`config.mk`:
```
export PLATFORM = sky130hd
export DESIGN_NAME = divisor_prog_flat
export DESIGN_NICKNAME = d
export VERILOG_FILES = /design/src/rtl/divisor_pkg.sv /design/src/rtl/divisor_if.sv /design/src/rtl/divisor_stage.sv /design/src/rtl/divisor_prog.sv /design/src/flat_wrapper.sv
export SDC_FILE = /design/constraint.sdc
export NUM_CORES = 1
export LEC_CHECK = 0
export ABC_AREA = 0
export CAP_MARGIN = 5
export CORE_MARGIN = 3
export CORE_UTILIZATION = 50
export DETAILED_ROUTE_END_ITERATION = 8
export DONT_BUFFER_PORTS = 1
export PLACE_DENSITY = 0.62
export SLEW_MARGIN = 10
export SYNTH_ARGS = -nofsm -noshare
export SYNTH_HDL_FRONTEND = slang
export SYNTH_SLANG_ARGS = --single-unit
```
`constraint.sdc`:
```
create_clock -name clk -period 3.45 [get_ports clk]
set_input_delay 0.69 -clock clk [delete_from_list [all_inputs] [get_ports clk]]
set_output_delay 0.69 -clock clk [all_outputs]
set_load 0.005 [all_outputs]
```
`src/rtl/divisor_pkg.sv`:
```
// Shared constants and helpers for the programmable two-stage divider.
package divisor_pkg;

  localparam int DIV_WIDTH_DEF = 24;
  localparam int DIV_A_RST_DEF = 10000;
  localparam int DIV_B_RST_DEF = 100;

  // A divisor of zero behaves like one: the stage ticks on every enable.
  function automatic logic [31:0] norm_div(input logic [31:0] d);
    return (d == 32'd0) ? 32'd1 : d;
  endfunction

endpackage

```
`src/rtl/divisor_if.sv`:
```
// Control/status bundle of the divider: master drives en/load/divisors, slave returns ticks.
interface divisor_if #(
  parameter int DIV_WIDTH = 24
);
  logic                 en;
  logic                 load;
  logic [DIV_WIDTH-1:0] div_a_in;
  logic [DIV_WIDTH-1:0] div_b_in;
  logic                 tick_a;
  logic                 tick_b;
  logic                 sq_a;
  logic                 sq_b;
  logic                 pend;

  // load is a one-cycle strobe with no back-pressure: it is accepted on every
  // rising edge where it is high, and pend stays high until both stages apply it.
  modport master (
    output en, load, div_a_in, div_b_in,
    input  tick_a, tick_b, sq_a, sq_b, pend
  );

  modport slave (
    input  en, load, div_a_in, div_b_in,
    output tick_a, tick_b, sq_a, sq_b, pend
  );
endinterface

```
`src/rtl/divisor_stage.sv`:
```
// One divider stage: counter with active and pending divisor, tick and optional square output.
// Square-wave flop is present only when DIVISOR_SQ_EN is defined.
module divisor_stage
  import divisor_pkg::*;
#(
  parameter int DIV_WIDTH = DIV_WIDTH_DEF,
  parameter int RST_DIV   = 1
) (
  input  logic                 clk,
  input  logic                 rst,
  input  logic                 stage_en,
  input  logic                 load,
  input  logic [DIV_WIDTH-1:0] div_in,
  output logic                 tick,
  output logic                 sq,
  output logic                 pending
);

  localparam logic [DIV_WIDTH-1:0] N_RST = DIV_WIDTH'(norm_div(32'(RST_DIV)));

  logic [DIV_WIDTH-1:0] cnt;
  logic [DIV_WIDTH-1:0] n;
  logic [DIV_WIDTH-1:0] p;
  logic                 term;

  // n is always stored normalised (>= 1), so n - 1 never wraps.
  assign term = (cnt == n - DIV_WIDTH'(1));

  always_ff @(posedge clk) begin
    if (rst) begin
      cnt     <= '0;
      n       <= N_RST;
      p       <= N_RST;
      pending <= 1'b0;
      tick    <= 1'b0;
    end else begin
      tick <= 1'b0;
      if (stage_en) begin
        if (term) begin
          cnt  <= '0;
          tick <= 1'b1;
          if (pending) begin
            n       <= DIV_WIDTH'(norm_div(32'(p)));
            pending <= 1'b0;
          end
        end else begin
          cnt <= cnt + DIV_WIDTH'(1);
        end
      end
      // A load on the wrap cycle lands after the swap, so it waits for the next wrap.
      if (load) begin
        p       <= div_in;
        pending <= 1'b1;
      end
    end
  end

`ifdef DIVISOR_SQ_EN
  always_ff @(posedge clk) begin
    if (rst) begin
      sq <= 1'b0;
    end else if (stage_en && term) begin
      sq <= ~sq;
    end
  end
`else
  assign sq = 1'b0;
`endif

endmodule

```
`src/rtl/divisor_prog.sv`:
```
// Programmable two-stage synchronous divider: stage A counts enabled clocks, stage B counts A ticks.
// Square-wave outputs are built only when DIVISOR_SQ_EN is defined.
module divisor_prog
  import divisor_pkg::*;
#(
  parameter int DIV_WIDTH = DIV_WIDTH_DEF,
  parameter int DIV_A_RST = DIV_A_RST_DEF,
  parameter int DIV_B_RST = DIV_B_RST_DEF
) (
  input logic      clk,
  input logic      rst,
  divisor_if.slave bus
);

  logic pend_a;
  logic pend_b;
  logic en_b;

  assign en_b = bus.tick_a & bus.en;

  divisor_stage #(
    .DIV_WIDTH (DIV_WIDTH),
    .RST_DIV   (DIV_A_RST)
  ) u_stage_a (
    .clk      (clk),
    .rst      (rst),
    .stage_en (bus.en),
    .load     (bus.load),
    .div_in   (bus.div_a_in),
    .tick     (bus.tick_a),
    .sq       (bus.sq_a),
    .pending  (pend_a)
  );

  divisor_stage #(
    .DIV_WIDTH (DIV_WIDTH),
    .RST_DIV   (DIV_B_RST)
  ) u_stage_b (
    .clk      (clk),
    .rst      (rst),
    .stage_en (en_b),
    .load     (bus.load),
    .div_in   (bus.div_b_in),
    .tick     (bus.tick_b),
    .sq       (bus.sq_b),
    .pending  (pend_b)
  );

  assign bus.pend = pend_a | pend_b;

endmodule

```
`src/flat_wrapper.sv`:
```
// flat-port wrapper written by rule: the top's interface ports become plain ports
module divisor_prog_flat import divisor_pkg::*;
#(
  parameter int DIV_WIDTH = DIV_WIDTH_DEF,
  parameter int DIV_A_RST = DIV_A_RST_DEF,
  parameter int DIV_B_RST = DIV_B_RST_DEF
)
  (clk, rst, bus_en, bus_load, bus_div_a_in, bus_div_b_in, bus_tick_a, bus_tick_b, bus_sq_a, bus_sq_b, bus_pend);
  divisor_if #(.DIV_WIDTH(DIV_WIDTH)) bus_i ();
  input logic clk;
  input logic rst;
  input wire logic [$bits(bus_i.en)-1:0] bus_en;
  input wire logic [$bits(bus_i.load)-1:0] bus_load;
  input wire logic [$bits(bus_i.div_a_in)-1:0] bus_div_a_in;
  input wire logic [$bits(bus_i.div_b_in)-1:0] bus_div_b_in;
  output wire logic [$bits(bus_i.tick_a)-1:0] bus_tick_a;
  output wire logic [$bits(bus_i.tick_b)-1:0] bus_tick_b;
  output wire logic [$bits(bus_i.sq_a)-1:0] bus_sq_a;
  output wire logic [$bits(bus_i.sq_b)-1:0] bus_sq_b;
  output wire logic [$bits(bus_i.pend)-1:0] bus_pend;
  assign bus_i.en = bus_en;
  assign bus_i.load = bus_load;
  assign bus_i.div_a_in = bus_div_a_in;
  assign bus_i.div_b_in = bus_div_b_in;
  assign bus_tick_a = bus_i.tick_a;
  assign bus_tick_b = bus_i.tick_b;
  assign bus_sq_a = bus_i.sq_a;
  assign bus_sq_b = bus_i.sq_b;
  assign bus_pend = bus_i.pend;
  divisor_prog #(.DIV_WIDTH(DIV_WIDTH), .DIV_A_RST(DIV_A_RST), .DIV_B_RST(DIV_B_RST)) u_core (.clk(clk), .rst(rst), .bus(bus_i));
endmodule
```
# After elaboration in Yosys (flattened, before gate mapping)
# Index checks and enable logic that the tools add are counted.
# word_totals
register_bits	148
latchBits	0
mem_bits_rw	0
rom_bits	0
output_inout_bits	5
mem_count	0
# op_classes
add_sub_neg	4
n_mul	0
div_mod_pow	0
magnitude_cmp	0
eq_ne	2
shifts	0
n_mux	12
n_bitwise	4
n_reduce_logical	12
# op_table
operator	n
2-to-1 mux 24 bit	4
adder 24 x 1 -> 24 bit, second input constant	2
== test 24 bit	2
zero test 24 bit	2
subtractor 24 x 1 -> 24 bit, second input constant	2
2-to-1 mux 1 bit	8
nonzero test 2 bit	4
AND reduction 3 bit	2
AND reduction 2 bit	2
OR reduction 2 bit	2
NOT 1 bit	2
bitwise AND 1 bit	1
bitwise OR 1 bit	1

# Logic depth before layout (Yosys ltp)
# depth
word_depth	5
mapped_depth	12

# Hierarchy
# A second synthesis with hierarchy kept.
# hier_totals
hier_cells	901
area_unflattened_um2	7921.3
# modules_own_cells
mod	instances	cells_each	area_per_inst_um2	seq_area_each_um2
divisor_stage (u_core.u_stage_b)	1	461	4017.6	1481.4
divisor_stage (u_core.u_stage_a)	1	438	3891.2	1481.4
divisor_prog	1	2	12.5	0.0

# Worst setup path after synthesis
# No wires, ideal clock.
# synth_timing
kind	register to register
start	register u_core.u_stage_b.n[0]
end	register u_core.u_stage_b.n[2]
arrival_time_ns	2.812
required_time_ns	3.315
slack_ns	0.502
path_stages_with_launch	13
path_buffers	2
cell_sequence	dfxtp_1 > inv_1 > ha_1 > nor4b_1 > nand2_1 > or4_1 > mux2_2 > nand4_1 > nand4bb_1 > buf_4 > buf_2 > o31ai_1 > nand3_1
# synth_between
elab_chain_cells	3
# synth_rtl
item	line_no	source
start, declared	divisor_stage.sv:22	logic [DIV_WIDTH-1:0] n;
start signal, assigned	divisor_stage.sv:43	n <= DIV_WIDTH'(norm_div(32'(p)));
subtractor 24 x 1 -> 24 bit	divisor_stage.sv:27	assign term = (cnt == n - DIV_WIDTH'(1));
== test 24 bit	divisor_stage.sv:27	
AND reduction 3 bit (no line)	-	
# Every way passes these cells.
# A chain may end at the register's enable or synchronous reset.

# Worst setup path in the final report
# layout_timing
start	register u_core.u_stage_b.n[2]
end	register u_core.u_stage_b.cnt[2]
# layout_between
elab_chain_cells	3
# layout_rtl
item	line_no	source
subtractor 24 x 1 -> 24 bit	divisor_stage.sv:27	
== test 24 bit	divisor_stage.sv:27	
2-to-1 mux 24 bit	divisor_stage.sv:39	if (term) begin
end signal, assigned	divisor_stage.sv:47	cnt <= cnt + DIV_WIDTH'(1);
end, declared	divisor_stage.sv:21	logic [DIV_WIDTH-1:0] cnt;
# Every way passes these cells.

==> results.yml <==
clocking:
  root_buffer: "clkbuf_16"
  cts.path.max_buffers: 2
  tritoncts_buffer_count: 17
  clock_transition_time_at_the_flip_flop_clock_pins_of_the_worst_setup_and_hold_paths_ps: 60
  cts_tree: "built"
  cts.sinks: 148
  cts_hold_buffers: 0
  clock_insertion_delay_worst_skew_ps: 420
  htree_levels: 4
run_status:
  run_status: "finished, final reports clean"
placed_design:
  dp.final_hpwl_mm: 12.0
  placement.cell_area_um2: 7580
  weighted_congestion_reported_at_the_end_of_routability_driven_placement: 0.882
  io_buffer_count: 0
  pre_cts_ws_ps: 212
min_path:
  hold_depth: 1
  min_path_type: "input pin to flip-flop"
floorplanning:
  placementRows: 43
  fp.dieW_um: 128
  fp.dieH_um: 128
  initial_utilization_pct: 52.3
  core_area_um2: 14200
  top_level_ports: 57
  design.die.area_um2: 16400
critical_path:
  cp.arrival_ps: 3450
  timing.setup.critical_path_class: "flip-flop to flip-flop"
  worstRegToRegCells: 11
  worstSetupStartpointType: "flip-flop"
  worst_setup_path_end_kind: "flip-flop"
  timing.critical_path.depth: 11
  crit_path_frequent_cell: "buf_4"
  crit_path_max_delay_cell_type: "or4_1"
  critPathMaxFanout: 27
  crit_path_cell_trace: "or4_1 -> nor3b_4 -> buf_4 -> nand4_1 -> xnor2_1 -> nor4b_2 -> nand4bb_1 -> buf_4 -> o21ai_2 -> buf_4 -> nor2_1"
  timing.critical_path.required_ps: 3750
  crit_family: "simple AND/OR/NAND/NOR gates"
  cp_slowest_stage_delay_ps: 670
  critical_path_buf_inv_count: 3
grt:
  grt_pass1_vias: 5499
  total_track_usage_pct: 21.3
  overflow: 0
  maximum_number_of_pins_on_one_net_before_global_route_repair: 86
  grt_first_pass_wirelength_mm: 28.0
  antenna_found_initial: 0
synthesis:
  synth_area_per_cell_um2: 8.84
  synth_most_common_cell: "dfxtp_1"
  postSynth.topFlopCell: "dfxtp_1"
  synth_commonest_cells: "148 x dfxtp_1, 137 x nor2_1, 74 x mux2i_1"
  ys_ff_latch: 148
  count_of_yosys_warnings_during_synthesis: 0
  postSynth.asyncResetShare_pct: 0
  synth-edff-count: 0
  synth.cell_area_um2: 7430
  post_synth_main_area_contributors: "dfxtp_1 40%, mux2i_1 10%, xnor2_1 7.9%"
  synth-seq-area-share_pct: 39.9
  yosys.cell_types.count: 61
  synthDominantAreaCellType: "dfxtp_1"
  synth_top_area_share_pct: 39.9
  synthesis.instances: 841
run:
  max_cap_viol_count: 0
timing:
  fmax_mhz: 317
  post-route-period-util_pct: 91.4
  final-setup-viol-count: 0
  worst_slew_pin_slew_ps: 988
  slew_headroom_pct: 34.0
  grt_setup_unrepaired: "no"
  clock-skew-final_ps: 11.5
  hold_viol: 0
  final.setup.worst_slack_ps: 295
  finalWorstPathRequiredPeriod_ps: 3150
  slew_viol_final: 0
  hold_slack_ps: 335
  finalSetupTns_ps: 0
layout:
  layout-drive-gt1-share_pct: 7.70
  finish.net_count: 887
  diodes: 0
  area_growth_pct: 11.0
  seqCellArea_um2: 2960
  multiInputGateArea_um2: 4230
  n_fill_cell: 1275
  postLayoutCellArea_um2: 8250
drt:
  postRouteWirelength_mm: 17.0
  num_vias: 5850
  post_drt_via_cell_ratio: 5.71
  drt_drc_violations_left: 0
  first_iter_violations: 376
  detail_route.first_pass.iterations: 4
  wl_per_cell_um: 16.6
  antenna_left: 0
pwr:
  power.density_cell_area_nw_per_um2: 467
  total_power_mw: 3.85
  leakage_nw: 3.01
  peakVddDrop_v: 0.000378
## worst paths after layout
check,from,endpoint,slack (ps)
worst max-delay path,u_core.u_stage_b.n[2]$_SDFFE_PP1P_,u_core.u_stage_b.cnt[2]$_SDFFE_PP0P_,300
worst min-delay path,rst,u_core.u_stage_b.cnt[1]$_SDFFE_PP0P_,340
worst max register to register,u_core.u_stage_b.n[2]$_SDFFE_PP1P_,u_core.u_stage_b.cnt[2]$_SDFFE_PP0P_,300
worst min register to register,u_core.u_stage_a.p[13]$_SDFFE_PP1P_,u_core.u_stage_a.p[13]$_SDFFE_PP1P_,500
## metal layers
metal | up-vias | wire length (um) | GRT usage, %
li1 | 2946 | - | -
met1 | 2731 | 8500 | 30.8
met2 | 156 | 7200 | 30.9
met3 | 17 | 1070 | 6.58
met4 | 0 | 209 | 5.62
met5 | - | 0 | 0
## repair_timing
action | 4_1_cts | 5_1_grt
resized for setup | 0 | 1
endpoints found under the setup margin | 0 | 29
setup buffers | 0 | 3
## layout by cell type (no fill, tap or decap), types with 4 or more instances in the layout
| cell | synthesis | routed |
|---|---|---|
| and4_1 | 4 | 4 |
| xnor2_1 | 67 | 67 |
| nand2b_1 | 4 | 4 |
| nor4_1 | 21 | 21 |
| nand4_1 | 37 | 37 |
| o31ai_1 | 24 | 24 |
| nand2_1 | 53 | 53 |
| ha_1 | 4 | 4 |
| nor3_1 | 9 | 9 |
| bufinv_16 | 0 | 4 |
| xor2_1 | 50 | 50 |
| nand3_1 | 28 | 28 |
| buf_4 | 3 | 18 |
| a31oi_1 | 6 | 6 |
| and3_1 | 18 | 18 |
| nand4b_1 | 5 | 5 |
| clkbuf_16 | 0 | 17 |
| and2_1 | 5 | 5 |
| nand3b_1 | 4 | 4 |
| a21oi_1 | 28 | 28 |
| mux2i_1 | 74 | 74 |
| inv_1 | 11 | 11 |
| o21ai_0 | 7 | 7 |
| dfxtp_1 | 148 | 148 |
| nor2_1 | 137 | 137 |
## flip-flops by register name, indices dropped and copies added (netlist names)
register,count
u_core.u_stage_a.cnt,24
u_core.u_stage_a.n,24
u_core.u_stage_a.p,24
u_core.u_stage_b.cnt,24
u_core.u_stage_b.n,24
u_core.u_stage_b.p,24
u_core.u_stage_a.pending,1
u_core.u_stage_a.tick,1
u_core.u_stage_b.pending,1
u_core.u_stage_b.tick,1
## power breakdown
part,total [mW],switching (mW),internal (mW)
Combinational,0.103,0.0518,0.0510
Sequential,1.78,0.0362,1.75
Clock,1.96,0.713,1.25
## worst reg2reg max path: cells and delay by family, from the launching register on
family,cells,cell delay [ps]
AND/OR/NAND/NOR,6,1640
buffers and inverters,3,690
flip-flops,1,370
XOR/XNOR,1,160
AO/OA/AOI/OAI,1,150
## per-stage QoR
step           std cells  utilization (%)
3_5_place_dp         989             53.4
4_1_cts             1021             57.8
5_1_grt             1024             58.1
6_report            1024             58.1
3_3_place_gp         989             53.4
2_1_floorplan        842                -
## cell type report
cell class | instances | area share [%]
inverter | 11 | 0.501
sequential | 148 | 35.9
timing repair buffer | 19 | 1.88
clock buffer | 21 | 5.58
tap | 180 | 2.73
clock inverter | 11 | 2.11
multi-input combinational | 634 | 51.3
## kinds of logic (layout without fill, tap and decap cells)
logic type | count (synthesis) | count (layout) | synth area share, %
buffers and inverters | 60 | 62 | 3.59
xor gates and xnor gates | 117 | 117 | 13.8
muxes | 76 | 76 | 10.3
other | 1 | 2 | 0.0505
and+or+nand+nor | 352 | 352 | 24.5
DFF | 148 | 148 | 39.9
adders and majority gates | 4 | 4 | 0.674
AOI/OAI and AO/OA | 83 | 83 | 7.26
Power figures use the tool's default switching activity.
